**config.mk**
```make
export PLATFORM = sky130hd
export DESIGN_NAME = stim_sig_harness
export DESIGN_NICKNAME = d
export VERILOG_FILES = /design/src/rtl/stim_sig_harness.sv
export SDC_FILE = /design/constraint.sdc
export NUM_CORES = 1
export LEC_CHECK = 0
export BUFFER_PORTS_ARGS = -buffer_cell sky130_fd_sc_hd__buf_2
export CORE_AREA = 2 2 605 607
export DETAILED_ROUTE_END_ITERATION = 16
export DIE_AREA = 0 0 607 609
export SLEW_MARGIN = 20
export SYNTH_ARGS = -nofsm -noshare
export SYNTH_HDL_FRONTEND = slang
export SYNTH_SLANG_ARGS = --single-unit
export TNS_END_PERCENT = 100
```
**constraint.sdc**
```tcl
create_clock -name clk -period 2.09 [get_ports clk]
set_clock_uncertainty 0.15 [all_clocks]
set_input_delay 0.209 -clock clk [delete_from_list [all_inputs] [get_ports clk]]
set_output_delay 0.209 -clock clk [all_outputs]
set_load 0.02 [all_outputs]
```
**src/rtl/stim_sig_harness.sv**
```systemverilog
// Stimulus-and-signature harness: drives LFSR or streamed vectors (with periodic
// all-zero glitch slots) into a DUT and folds the DUT outputs into a MISR.
module stim_sig_harness #(
   parameter int IN_W       = 256,
   parameter int OUT_W      = 501,
   parameter int NUM_VEC    = 24,
   parameter int HOLD       = 1,
   parameter int ZERO_EVERY = 8,
   parameter int DUT_LAT    = 1,
   parameter logic [IN_W-1:0]  SEED      = IN_W'(1),
   parameter logic [IN_W-1:0]  TAPS      = IN_W'('hB8),
   parameter logic [OUT_W-1:0] MISR_TAPS = OUT_W'('h1D),
   localparam int CW = $clog2(NUM_VEC + 1)
) (
   input  logic             clk,
   input  logic             rst_n,
   input  logic             start,
   input  logic             abort,
   input  logic             mode,
   input  logic             vec_valid,
   input  logic [IN_W-1:0]  vec_data,
   output logic             vec_ready,
   output logic [IN_W-1:0]  stim,
   input  logic [OUT_W-1:0] y_in,
   output logic [OUT_W-1:0] signature,
   output logic [CW-1:0]    vec_count,
   output logic             busy,
   output logic             done,
   output logic [1:0]       fsm_state
);

   // Handshake: a vector transfers on a rising edge where vec_valid && vec_ready;
   // vec_ready is only offered at a free non-zero slot boundary in external mode.
   typedef enum logic [1:0] {S_IDLE, S_RUN, S_DRAIN, S_DONE} state_t;

   localparam int HW = (HOLD > 1) ? $clog2(HOLD) : 1;
   localparam logic [IN_W-1:0] SEED_EFF = (SEED == '0) ? IN_W'(1) : SEED;

   state_t            state, state_nx;
   logic [IN_W-1:0]   lfsr;
   logic              mode_q;
   logic [HW-1:0]     hold_left;
   logic [CW-1:0]     since_zero;
   logic [DUT_LAT-1:0] tok;
   logic              slot_end, last_done, need_zero, begin_run;
   logic              launch, launch_zero;
   logic [IN_W-1:0]   launch_vec;

   function automatic logic [IN_W-1:0] lfsr_step(input logic [IN_W-1:0] v);
      return (v >> 1) ^ (v[0] ? TAPS : '0);
   endfunction

   assign slot_end  = (hold_left == '0);
   assign last_done = (vec_count == CW'(NUM_VEC));
   assign need_zero = (ZERO_EVERY != 0) && (int'(since_zero) == ZERO_EVERY) && !last_done;
   assign begin_run = ((state == S_IDLE) || (state == S_DONE)) && start && !abort;

   assign vec_ready = (state == S_RUN) && mode_q && slot_end && !last_done && !need_zero;
   assign busy      = (state == S_RUN) || (state == S_DRAIN);
   assign done      = (state == S_DONE);
   assign fsm_state = state;

   always_comb begin
      state_nx    = state;
      launch      = 1'b0;
      launch_zero = 1'b0;
      launch_vec  = '0;
      unique case (state)
         S_IDLE, S_DONE: begin
            if (start) begin
               state_nx = S_RUN;
               if (!mode) begin
                  launch     = 1'b1;
                  launch_vec = SEED_EFF;
               end
            end
         end
         S_RUN: begin
            if (slot_end) begin
               if (last_done) begin
                  state_nx = S_DRAIN;
               end else if (need_zero) begin
                  launch      = 1'b1;
                  launch_zero = 1'b1;
               end else if (!mode_q) begin
                  launch     = 1'b1;
                  launch_vec = lfsr;
               end else if (vec_valid) begin
                  launch     = 1'b1;
                  launch_vec = vec_data;
               end
            end
         end
         S_DRAIN: if (tok == '0) state_nx = S_DONE;
         default: state_nx = S_IDLE;
      endcase
      if (abort) begin
         state_nx    = S_IDLE;
         launch      = 1'b0;
         launch_zero = 1'b0;
      end
   end

   always_ff @(posedge clk or negedge rst_n) begin
      if (!rst_n) begin
         state      <= S_IDLE;
         stim       <= '0;
         signature  <= '0;
         vec_count  <= '0;
         lfsr       <= SEED_EFF;
         mode_q     <= 1'b0;
         hold_left  <= '0;
         since_zero <= '0;
         tok        <= '0;
      end else begin
         state <= state_nx;
         if (abort) begin
            tok  <= '0;
            stim <= '0;
         end else begin
            tok <= (tok << 1) | DUT_LAT'(launch);
            // A token leaving the pipeline means y_in now reflects that slot's vector.
            if (tok[DUT_LAT-1] && busy)
               signature <= {signature[OUT_W-2:0], 1'b0}
                            ^ (signature[OUT_W-1] ? MISR_TAPS : '0) ^ y_in;
            if (begin_run) begin
               signature  <= '0;
               vec_count  <= '0;
               since_zero <= '0;
               hold_left  <= '0;
               mode_q     <= mode;
               lfsr       <= mode ? SEED_EFF : lfsr_step(SEED_EFF);
            end else if (state == S_RUN && launch && !launch_zero && !mode_q) begin
               lfsr <= lfsr_step(lfsr);
            end
            if (launch) begin
               stim      <= launch_zero ? '0 : launch_vec;
               hold_left <= HW'(HOLD - 1);
               if (launch_zero) begin
                  since_zero <= '0;
               end else begin
                  vec_count  <= begin_run ? CW'(1) : vec_count + CW'(1);
                  since_zero <= begin_run ? CW'(1) : since_zero + CW'(1);
               end
            end else if (state == S_RUN && !slot_end) begin
               hold_left <= hold_left - HW'(1);
            end
            if (state == S_RUN && state_nx == S_DRAIN) stim <= '0;
         end
      end
   end

endmodule

```
==> summary.md <==
| Metric | Value |
|---|---|
| Status | `finished with violations` |
| Failing checks | `setup timing` |
| WP buf/inv | `3` |
| Die W | `607 um` |
| CP max stage delay | `0.33 ns` |
| Die ar. | `370000 sq um` |
| Slew @ Worst Pin | `between 0.5 and 0.6 ns` |
| Worst slew margin | `64.3%` |
| CTS clock-pin slew for the worst setup and hold paths | `0.06 ns` |
| Number of remaining DRC errors | `0` |
| DRT Pass-1 Iters | `5` |
| Avg WL per Cell | `slightly above 30 um` |
| Post-Place Worst Slack | `-0.305 ns` |
| Most common cell after layout, fill and taps aside | `buf_2` |
| Final Hold Fails | `0` |
| Commonest non-fill, non-tap cells in the layout | `buf_2 (1526), dlygate4sd3_1 (864), dfrtp_1 (774)` |
| Main synth FF type | `dfrtp_1` |
| Final Instance Area | `61600 sq um` |
| Final Cycle Share | `122%` |
| Via count | `36100` |
| CP max-delay cell | `dfrtp_1` |
| Hold Crit Class | `input pin to async pin` |
| Cell variety after synth | `50` |
| Worst-path fanout max | `3` |
| RSZ-0062 raised after global routing | `true` |
| Setup crit start kind | `flip-flop` |
| First-pass GRT wire length | `~390 mm` |
| DR vias/cell | `3.53` |
| 1st-iter DRT viols | `3111` |
| TritonCTS Buffers | `105` |
| Total track usage | `16.3%` |
| CTS max path bufs | `4` |
| Vias in the first global route | `35200` |
| Grt total ovfl | `0` |
| Cell breakdown of the critical path | `inv_1 -> ha_2 -> and4bb_2 -> buf_6 -> nor3b_4 -> buf_6` |
| Worst Path Required | `1.73 ns` |
| Routed Antenna Nets | `0` |
| CTS tree | `yes` |
| Cell count after synthesis | `2643` |
| Largest net degree at the start of global routing | `64` |
| P_leak | `between 30 and 40 nW` |
| Worst-Skew Late Latency | `about 0.84 ns` |
| Fmax | `approximately 390 MHz` |
| Kind of critical path | `flip-flop to output port` |
| Clk Tree Root Cell | `clkbuf_16` |
| Core area | `around 360000 sq um` |
| Main area contributors after synthesis | `dfrtp_1 (59%), xor2_1 (13%), a22o_1 (13%)` |
| Cell area after placement | `48000 sq um` |
| Final slew viol count | `0` |
| Syn_area_per_cell | `12.6 sq um` |
| Power Density | `746 nW/um^2` |
| Detailed Route WL | `roughly 310 mm` |
| Min Tclk post-route | `2.54 ns` |
| Worst path most repeated cell | `buf_6` |
| PortBufs | `1529` |
| Ports | `1530` |
| Setup_tns | `-199.74 ns` |
| Placer Congestion | `1.07` |
| Max cap viols | `0` |
| Peak VDD IR | `582 uV` |
| Critical Path End Type | `output port` |
| Yosys Warn Count | `0` |
| Post-synth EDFFs | `0` |
| Share of layout cells above drive strength 1 | `a little under two fifths` |
| Synthesized Nets | `3414` |
| Leading area contributor after synthesis | `dfrtp_1` |
| Synthesized cell area | `~33000 sq um` |
| Detailed placement HPWL | `266 mm` |
| # rows | `roughly 220` |
| Yosys reg bits | `780` |
| Clk sinks | `780` |
| Asr flop ratio synth | `100%` |
| Crit path arrival time | `2.18 ns` |
| Register area share after synthesis | `between 50% and 60%` |
| Final setup viols | `a little under 800` |
| Area Growth Syn to Fin | `85.2%` |
| Top cell type's share of synthesized area | `58.7%` |
| Cell family with most CP delay | `simple AND/OR/NAND/NOR gates` |
| Die height | `~600 um` |
| Initial antenna violation count | `309` |
| Nets | `5938` |
| Fin worst setup slack | `-0.451 ns` |
| Initial Utilization | `under 10%` |
| H-tree depth | `3` |
[worst min-delay path: stages]
cell and delay (ns):
dlygate4sd3_1 0.56, buf_8 0.38, buf_12 0.25
[final cells by class]
| cell class | instances | area [sq um] |
|---|---|---|
| Fill cell | 40500 | 302000 |
| Sequential cell | 780 | 19500 |
| Timing Repair Buffer | 2619 | 19300 |
| Multi-Input combinational cell | 1646 | 12700 |
| Tap cell | 4816 | 6030 |
| Clock buffer | 135 | 2870 |
| Clock inverter | 56 | 687 |
| Antenna cell | 140 | 350 |
| Inverter | 15 | 56.3 |
[power by group]
| group | internal (mW) | switching [mW] | total [mW] | leakage, nW |
|---|---|---|---|---|
| Sequential | 16.0 | 0.969 | 16.9 | 10.8 |
| Clock | 11.0 | 8.18 | 19.2 | 1.75 |
| Combinational | 3.91 | 5.82 | 9.74 | 18.0 |
| Total | 30.9 | 15.0 | 45.9 | 30.5 |
[per-layer routing]
layer	track usage (%)	share of wire (%)	routed length [um]	vias up
met3	7.70	12	36900	774
met4	7.13	5.5	17300	178
met1	18.2	37	115000	18100
met5	0	0.36	1130	-
li1	-	-	-	14900
met2	26.5	46	144000	2163
[logic make-up (layout without fill, tap and decap cells)]
logic type | count (synthesis) | count (layout) | synth area share, %
AOI/OAI and AO/OA | 799 | 799 | 19.9
DFF | 780 | 780 | 58.7
xor gates and xnor gates | 513 | 513 | 13.5
and+or+nand+nor | 322 | 322 | 4.00
buffers and inverters | 217 | 2825 | 3.45
adders and majority gates | 8 | 8 | 0.301
muxes | 4 | 4 | 0.120
other | 0 | 140 | 0
[state kept, by name, summed over array words and instances, names as in the netlist]
signal	count
since_zero	5
tok	1
vec_count	5
mode_q	1
stim	256
hold_left	1
lfsr	8
signature	501
fsm_state	2
[worst paths after layout]
path | startpoint | to | slack (ns) | cells after the start
setup / recovery | since_zero[0] | vec_ready | -0.45 | 6
hold / removal | rst_n | signature[426] | 0.07 | 3
setup reg to reg | fsm_state[1] | stim[227] | -0.39 | 10
hold reg to reg | stim[144] | stim[144] | 0.37 | 2
max in group asynchronous | rst_n | signature[187] | 1.12 | 4
min in group clk | vec_data[105] | stim[105] | 0.09 | 4
[Yosys cell counts, types with 2 or more instances]
cell and instances:
nor3_1 3, dfrtp_1 779, o21ai_0 10, o31ai_1 5, mux2i_1 4, and3_1 2
ha_1 8, nor2b_1 3, or2_2 3, nor2_1 272, xnor2_1 8, nand3_1 5
a32oi_1 2, a2111oi_2 2, and2_1 2, a21oi_1 10, buf_2 103, nand2_1 14
nor4b_1 2, buf_4 2, o22ai_1 2, a22oi_1 254, nor3b_1 2, inv_1 15
nand3b_1 2, nand2b_1 3, a22o_1 504, xor2_1 505, clkbuf_1 71, buf_6 26
[stage by stage]
stage,total power [mW],utilization (%),std cells,hold slack (ns)
6_report,45.9,16.9,10200,0.0742
5_1_grt,47.6,16.9,10100,0.0480
4_1_cts,46.6,16.8,10100,0.0000393
3_5_place_dp,24.8,13.2,8972,0.0876
3_3_place_gp,24.8,13.2,8972,0.0939
2_1_floorplan,20.1,-,2643,-0.237
[timing repair]
action	4_1_cts	5_1_grt
pin swaps	6	3
resized for setup	56	1
hold endpoints to repair	1555	0
cloned	17	0
setup buffers	21	1
setup endpoints to repair	789	798
hold buffers	865	0
(Power assumes the default switching activity.)
